===== config.mk =====
export PLATFORM = sky130hd
export DESIGN_NAME = comb_sweep_ctrl_flat
export DESIGN_NICKNAME = d
export VERILOG_FILES = /design/src/rtl/comb_sweep_ctrl_if.sv /design/src/rtl/comb_sweep_ctrl.sv /design/src/flat_wrapper.sv
export SDC_FILE = /design/constraint.sdc
export NUM_CORES = 1
export LEC_CHECK = 0
export ABC_CLOCK_PERIOD_IN_PS = 2300
export CORE_UTILIZATION = 46
export CTS_CLUSTER_DIAMETER = 60
export DETAILED_ROUTE_END_ITERATION = 12
export HOLD_SLACK_MARGIN = 0.03
export PLACE_DENSITY = 0.82
export SKIP_CTS_REPAIR_TIMING = 1
export SYNTH_ARGS = -nofsm -noshare
export SYNTH_HDL_FRONTEND = slang
export SYNTH_SLANG_ARGS = --single-unit

===== constraint.sdc =====
create_clock -name clk -period 2.3 [get_ports clk]
set_input_delay 0.69 -clock clk [delete_from_list [all_inputs] [get_ports clk]]
set_output_delay 0.69 -clock clk [all_outputs]
set_load 0.005 [all_outputs]

===== src/rtl/comb_sweep_ctrl_if.sv =====
// Bundle between the sweep controller and the four combinational variants under test.
// COMB_SWEEP_CAPTURE_EN adds the first-failure capture signals.
interface comb_sweep_ctrl_if;
    logic       start;
    logic [3:0] abcd;
    logic       y_str;
    logic       y_dataflow;
    logic       y_behavior;
    logic       y_prim;
    logic       busy;
    logic       done;
    logic       pass;
    logic [4:0] err_cnt;
    logic [3:0] err_mask;
`ifdef COMB_SWEEP_CAPTURE_EN
    logic       fail_vld;
    logic [3:0] fail_vec;
    logic [3:0] fail_y;
`endif

    modport master (
        input  start, y_str, y_dataflow, y_behavior, y_prim,
        output abcd, busy, done, pass, err_cnt, err_mask
`ifdef COMB_SWEEP_CAPTURE_EN
        , output fail_vld, fail_vec, fail_y
`endif
    );

    modport slave (
        output start, y_str, y_dataflow, y_behavior, y_prim,
        input  abcd, busy, done, pass, err_cnt, err_mask
`ifdef COMB_SWEEP_CAPTURE_EN
        , input fail_vld, fail_vec, fail_y
`endif
    );
endinterface


===== src/rtl/comb_sweep_ctrl.sv =====
// Clocked self-checking sweep of all 16 {A,B,C,D} vectors across four variants.
// Optional first-failure capture when COMB_SWEEP_CAPTURE_EN is defined.
module comb_sweep_ctrl #(
    parameter int          SETTLE = 2,
    parameter logic [15:0] TRUTH  = 16'h6996
) (
    input  logic                  clk,
    input  logic                  rst,
    comb_sweep_ctrl_if.master     bus
);
    typedef enum logic [2:0] {S_IDLE, S_APPLY, S_SETTLE, S_CHECK, S_DONE} state_t;

    state_t     state, state_nxt;
    logic [3:0] vec;
    logic [3:0] scnt;
    logic [3:0] y;
    logic [3:0] miss;

    assign y    = {bus.y_str, bus.y_dataflow, bus.y_behavior, bus.y_prim};
    assign miss = y ^ {4{TRUTH[vec]}};

    always_comb begin
        state_nxt = state;
        case (state)
            S_IDLE:   if (bus.start) state_nxt = S_APPLY;
            S_APPLY:  state_nxt = S_SETTLE;
            S_SETTLE: if (scnt == 4'd0) state_nxt = S_CHECK;
            S_CHECK:  state_nxt = (vec == 4'd15) ? S_DONE : S_APPLY;
            S_DONE:   state_nxt = S_IDLE;
            default:  state_nxt = S_IDLE;
        endcase
    end

    // abcd is loaded on the edge that enters APPLY, so it is valid for the whole vector period
    always_ff @(posedge clk or posedge rst) begin
        if (rst) begin
            state        <= S_IDLE;
            vec          <= 4'd0;
            scnt         <= 4'd0;
            bus.abcd     <= 4'd0;
            bus.busy     <= 1'b0;
            bus.done     <= 1'b0;
            bus.pass     <= 1'b0;
            bus.err_cnt  <= 5'd0;
            bus.err_mask <= 4'd0;
`ifdef COMB_SWEEP_CAPTURE_EN
            bus.fail_vld <= 1'b0;
            bus.fail_vec <= 4'd0;
            bus.fail_y   <= 4'd0;
`endif
        end else begin
            state    <= state_nxt;
            bus.busy <= (state_nxt != S_IDLE);
            bus.done <= (state_nxt == S_DONE);
            case (state)
                S_IDLE: begin
                    if (bus.start) begin
                        vec          <= 4'd0;
                        bus.abcd     <= 4'd0;
                        bus.pass     <= 1'b0;
                        bus.err_cnt  <= 5'd0;
                        bus.err_mask <= 4'd0;
`ifdef COMB_SWEEP_CAPTURE_EN
                        bus.fail_vld <= 1'b0;
                        bus.fail_vec <= 4'd0;
                        bus.fail_y   <= 4'd0;
`endif
                    end
                end
                S_APPLY:  scnt <= 4'(SETTLE - 1);
                S_SETTLE: if (scnt != 4'd0) scnt <= scnt - 4'd1;
                S_CHECK: begin
                    bus.err_mask <= bus.err_mask | miss;
                    if ((|miss) && (bus.err_cnt != 5'd16))
                        bus.err_cnt <= bus.err_cnt + 5'd1;
`ifdef COMB_SWEEP_CAPTURE_EN
                    if ((|miss) && !bus.fail_vld) begin
                        bus.fail_vld <= 1'b1;
                        bus.fail_vec <= vec;
                        bus.fail_y   <= y;
                    end
`endif
                    if (vec != 4'd15) begin
                        vec      <= vec + 4'd1;
                        bus.abcd <= vec + 4'd1;
                    end
                end
                S_DONE:   bus.pass <= (bus.err_cnt == 5'd0);
                default: ;
            endcase
        end
    end
endmodule


===== src/flat_wrapper.sv =====
// flat-port wrapper written by rule: the top's interface ports become plain ports
module comb_sweep_ctrl_flat 
#(
    parameter int          SETTLE = 2,
    parameter logic [15:0] TRUTH  = 16'h6996
)
  (clk, rst, bus_start, bus_y_str, bus_y_dataflow, bus_y_behavior, bus_y_prim, bus_abcd, bus_busy, bus_done, bus_pass, bus_err_cnt, bus_err_mask);
  comb_sweep_ctrl_if bus_i ();
  input  logic clk;
  input  logic rst;
  input wire logic [$bits(bus_i.start)-1:0] bus_start;
  input wire logic [$bits(bus_i.y_str)-1:0] bus_y_str;
  input wire logic [$bits(bus_i.y_dataflow)-1:0] bus_y_dataflow;
  input wire logic [$bits(bus_i.y_behavior)-1:0] bus_y_behavior;
  input wire logic [$bits(bus_i.y_prim)-1:0] bus_y_prim;
  output wire logic [$bits(bus_i.abcd)-1:0] bus_abcd;
  output wire logic [$bits(bus_i.busy)-1:0] bus_busy;
  output wire logic [$bits(bus_i.done)-1:0] bus_done;
  output wire logic [$bits(bus_i.pass)-1:0] bus_pass;
  output wire logic [$bits(bus_i.err_cnt)-1:0] bus_err_cnt;
  output wire logic [$bits(bus_i.err_mask)-1:0] bus_err_mask;
  assign bus_i.start = bus_start;
  assign bus_i.y_str = bus_y_str;
  assign bus_i.y_dataflow = bus_y_dataflow;
  assign bus_i.y_behavior = bus_y_behavior;
  assign bus_i.y_prim = bus_y_prim;
  assign bus_abcd = bus_i.abcd;
  assign bus_busy = bus_i.busy;
  assign bus_done = bus_i.done;
  assign bus_pass = bus_i.pass;
  assign bus_err_cnt = bus_i.err_cnt;
  assign bus_err_mask = bus_i.err_mask;
  comb_sweep_ctrl #(.SETTLE(SETTLE), .TRUTH(TRUTH)) u_core (.clk(clk), .rst(rst), .bus(bus_i));
endmodule

# Yosys cells after proc, flatten, opt, wreduce, memory -nomap -nowiden
# Memories as Yosys holds them, arrays and structs flattened.
# Cells that the tools add are included.
dict set report totals {
  reg_bits 23
  mem_bits_ro 16
  input_bits 7
  out_inout_bits 16
  wordCells 58
  memories 1
}
# memory depth word_bits rd rd_clocked_by_memory_dff write_ports line
set mem_list {}
lappend mem_list {{(name not given)} 16 1 1 0 0 comb_sweep_ctrl.sv:20} ;# assign miss = y ^ {4{TRUTH[vec]}};
dict set report op_classes {
  n_addsub 3
  n_lt_le_gt_ge 1
  eq_ne 12
  n_mux 16
  bitwise_logic 2
  reduce_logical 15
}
# operator count
set op_table {}
lappend op_table {{4-bit case mux with 2 select lines} 3}
lappend op_table {{4-bit two-way mux} 3}
lappend op_table {{3-bit case mux with 4 select lines} 1}
lappend op_table {{5-bit two-way mux} 2}
lappend op_table {{5-bit case mux with 2 select lines} 1}
lappend op_table {{3-bit two-way mux} 3}
lappend op_table {{3-bit by 2-bit equality test with 1-bit output (second input constant)} 2}
lappend op_table {{3-bit equality test (second input constant)} 2}
lappend op_table {{2-bit by 1-bit inequality test with 1-bit output (second input constant)} 3}
lappend op_table {{2-bit AND reduction} 3}
lappend op_table {{3-bit AND reduction} 2}
lappend op_table {{2-bit nonzero test} 3}
lappend op_table {{5-bit by 1-bit adder with 5-bit output (second input constant)} 1}
lappend op_table {{5-bit logical NOT} 1}
lappend op_table {{4-bit by 5-bit < comparator with 1-bit output (second input constant)} 1}
lappend op_table {{5-bit inequality test (second input constant)} 1}
lappend op_table {{4-bit by 1-bit adder with 4-bit output (second input constant)} 1}
lappend op_table {{4-bit equality test (second input constant)} 1}
lappend op_table {{4-bit logical NOT} 1}
lappend op_table {{4-bit inequality test (second input constant)} 1}
lappend op_table {{4-bit bitwise OR} 1}
lappend op_table {{4-bit nonzero test} 1}
lappend op_table {{4-bit OR reduction} 1}
lappend op_table {{4-bit by 1-bit subtractor with 4-bit output (second input constant)} 1}
lappend op_table {{8 further kinds} 9}

# Depth between registers and ports, before layout
dict set report depth {
  word_depth 7
  mapped_depth 6
  ltp_nobuf 6
}

# Worst setup path before layout
# No wires, ideal clock.
dict set report synth_path {
  path_kind {input to register}
  startpoint {input port bus_y_dataflow}
  endpoint {register u_core.bus.err_cnt[2]}
  setup_ns 0.128
  arrival_ns 1.758
  required_time_ns 2.172
  setup_slack_ns 0.414
  cell_stages 4
  n_path_buf 0
  cell_sequence {or4_1 > mux2_4 > a31oi_1 > a21oi_1}
}
dict set report synth_via {
  elab_chain_len 5
}
# element line
set synth_lines {}
lappend synth_lines {{from (decl)} flat_wrapper.sv:13} ;# input wire logic [$bits(bus_i.y_dataflow)-1:0] bus_y_dataflow;
lappend synth_lines {{4-bit bitwise XOR} comb_sweep_ctrl.sv:20}
lappend synth_lines {{4-bit OR reduction} comb_sweep_ctrl.sv:74} ;# if ((|miss) && (bus.err_cnt != 5'd16))
lappend synth_lines {{1-bit logical AND} comb_sweep_ctrl.sv:74}
lappend synth_lines {{2-bit by 1-bit inequality test with 1-bit output (no source line)} -}
lappend synth_lines {{3-bit AND reduction (no source line)} -}
lappend synth_lines {{to (signal assigned)} comb_sweep_ctrl.sv:75} ;# bus.err_cnt <= bus.err_cnt + 5'd1;
lappend synth_lines {{to (decl)} comb_sweep_ctrl_if.sv:23} ;# output abcd, busy, done, pass, err_cnt, err_mask
# No other way between the ends.
# A chain may end at the register's enable or synchronous reset.

# Final worst setup path
dict set report layout_path {
  startpoint {register u_core.bus.err_cnt[2]}
  endpoint {output port bus_err_cnt[2]}
}
# element line
set layout_rtl {}
lappend layout_rtl {{to (decl)} flat_wrapper.sv:20} ;# output wire logic [$bits(bus_i.err_cnt)-1:0] bus_err_cnt;
# No word-level cell between the ends.

==> flow_metrics.env <==
export IMPL_status="completed"
export IMPL_drive_above_1_share_pct=10.39
export IMPL_cpMaxStageDelayCell="clkdlybuf4s50_1"
export IMPL_via_count=991
export IMPL_drt_iter0_drc=19
export IMPL_num_antenna_cells=0
export IMPL_nNetsFinal=167
export IMPL_cpPeakStageDelay_ns=0.55
export IMPL_grt_pass1_wl_mm=4.222
export IMPL_reg2reg_slack_ns=0.29
export IMPL_critPathTopFamily="buffers and inverters"
export IMPL_crit_chain="clkdlybuf4s50_1"
export IMPL_synth_flop_cell="dfrtp_1"
export IMPL_crit_fanout=7
export IMPL_synth_edf_count=0
export IMPL_initial_core_util_pct=49.45
export IMPL_synth_cell_types=37
export IMPL_arrival_ns=1.33
export IMPL_final_cell_mix="23 x dfrtp_1, 22 x clkdlybuf4s50_1, 13 x nand2_1"
export IMPL_htree_levels=1
export IMPL_worst_pin_slew_ns=0.4952
export IMPL_post_route_period_util_pct=87.97
export IMPL_syn_area_per_cell_sq_um=9.822
export IMPL_clk_pin_slew_ns=0.13
export IMPL_grt_ovfl_total=0
export IMPL_grt_max_degree=24
export IMPL_setup_worst_path_end_class="output pin"
export IMPL_gp_congestion=0.8315
export IMPL_hold_violations=0
export IMPL_required_ns=1.61
export IMPL_finalMaxSlewViolations=0
export IMPL_wirelength_mm=2.489
export IMPL_cts_path_max_buffers=2
export IMPL_netlist_area_leader_share_pct=46.14
export IMPL_clock_root_buffer="clkbuf_4"
export IMPL_finalPower_w=0.001828
export IMPL_antenna_found_initial=0
export IMPL_cts_buffers=3
export IMPL_min_path_type="register to register"
export IMPL_vias_per_cell=5.386
export IMPL_hpwl_mm=1.851
export IMPL_io_buffers=22
export IMPL_finalSetupViolCount=0
export IMPL_cts_tree="built"
export IMPL_cts_sinks=23
export IMPL_fin_worst_skew_ns=0.001292
export IMPL_io_pins=23
export IMPL_grt_usage_pct=20.34
export IMPL_ant_nets=0
export IMPL_p_leak_nw=0.6981
export IMPL_yosysSeqAreaShare_pct=46.14
export IMPL_syn_to_final_growth_pct=23.47
export IMPL_stdcell_area_sq_mm=0.001540
export IMPL_fill_cells=212
export IMPL_clock_fmax_ghz=0.4943
export IMPL_die_height_um=54.08
export IMPL_die_area_sq_mm=0.002924
export IMPL_rsz0062_at_grt="no"
export IMPL_clk_latency_ns=0.30
export IMPL_timing_slew_headroom_pct=66.92
export IMPL_period_needed_ns=2.023
export IMPL_ys_top_cells_by_area="dfrtp_1 46%, ha_1 5.0%, xor2_1 4.2%"
export IMPL_fin_cells=184
export IMPL_drc_errors=0
export IMPL_maxCapViolCount=0
export IMPL_multiInputGateArea_sq_um=611.8
export IMPL_rows=18
export IMPL_critPathLaunchType="register"
export IMPL_dpl_instance_area_sq_mm=0.001513
export IMPL_path_class="register to output pin"
export IMPL_dp_cells=180
export IMPL_syn_nets=139
export IMPL_routedWlPerCell_um=13.53
export IMPL_mostFrequentLayoutCell="dfrtp_1"
export IMPL_drt_pass1_iterations=4
export IMPL_yosys_area_top_type="dfrtp_1"
export IMPL_register_area_sq_um=575.6
export IMPL_cp_num_buf_inv=1
export IMPL_ys_ff_latch=23
export IMPL_p_per_area_mw_per_mm2=1187
export IMPL_grt_pass1_vias=982
export IMPL_synthCells=127
export IMPL_netlist_area_sq_mm=0.001247
export IMPL_async_flop_share_pct=100.0
export IMPL_yosysWarnings=0
export IMPL_coreArea_sq_mm=0.002522
export IMPL_die_w_um=54.08
export IMPL_peakVddDrop_mv=0.7275
worst paths after layout:
path | from | endpoint | cells past startpoint
max in group asynchronous | rst | u_core.bus.err_mask[0] | 3
min reg2reg | u_core.bus.pass | u_core.bus.pass | 2
max reg2reg | u_core.vec[0] | u_core.bus.err_cnt[3] | 5
min | u_core.bus.pass | u_core.bus.pass | 2
min in group asynchronous | rst | u_core.bus.err_mask[2] | 3
max | u_core.bus.err_cnt[2] | bus_err_cnt[2] | 1
state kept, by name, summed over array words and instances (netlist names):
signal               flops
u_core.vec               4
u_core.bus.pass          1
u_core.bus.done          1
u_core.bus.busy          1
u_core.scnt              4
u_core.bus.err_cnt       5
u_core.state             3
u_core.bus.err_mask      4
report_power, final:
group          internal (W)  total, W  leakage [nW]  switching (W)
Combinational      0.000486  0.000948         0.384       0.000462
Sequential         0.000540  0.000692         0.296       0.000152
Clock             0.0000648  0.000188        0.0177       0.000123
Total               0.00109   0.00183         0.698       0.000737
stage by stage:
step / utilization, % / hold slack, ns / setup TNS, ns / worst slack [ns]
2_1_floorplan: - / 0.4603 / 0 / 0.4138
3_3_place_gp: 59.97 / 0.4664 / -0.03729 / -0.03683
3_5_place_dp: 59.97 / 0.4733 / -0.08254 / -0.05563
4_1_cts: 61.06 / 0.5028 / 0 / 0.2670
5_1_grt: 61.06 / 0.5167 / 0 / 0.1843
6_report: 61.06 / 0.4945 / 0 / 0.2768
metal layers:
metal | share of wire, % | GRT usage, % | up-vias
met2 | 50 | 34.98 | 21
met4 | 0.64 | 6.410 | 0
met3 | 3.1 | 5.367 | 2
met1 | 46 | 24.56 | 468
li1 | - | - | 500
met5 | 0 | 0 | -
logic make-up after synthesis:
group	synth area share, %
XOR/XNOR	6.820
AO/OA/AOI/OAI	11.33
flip-flops	46.14
AND/OR/NAND/NOR	22.07
adder cells (fa/ha/maj)	5.015
buffers and inverters	4.815
multiplexers	3.811
worst reg2reg max path: cells and delay by family (launching register included):
kind / cells / cell delay [ns]
adders and majority gates: 1 / 0.35
AOI/OAI and AO/OA: 1 / 0.17
muxes: 1 / 0.24
DFF: 1 / 0.47
xor gates and xnor gates: 1 / 0.49
and+or+nand+nor: 1 / 0.22
area by class of cell:
cell class,instances,share of cell area [%]
Multi-Input combinational cell,92,39.72
Sequential cell,23,37.37
Timing Repair Buffer,27,16.73
Tap cell,30,2.437
Inverter,8,1.950
Clock buffer,3,1.462
Clock inverter,1,0.3249
synthesized netlist by cell type (all sizes together) (3+ instances only):
cell	count
nand2	13
a21oi	5
nor3	3
nand4	3
nand3	10
o21ai	9
xor2	6
inv	8
dfrtp	23
nor2	12
ha	5
Note: power is estimated with default switching activity, not from simulation.
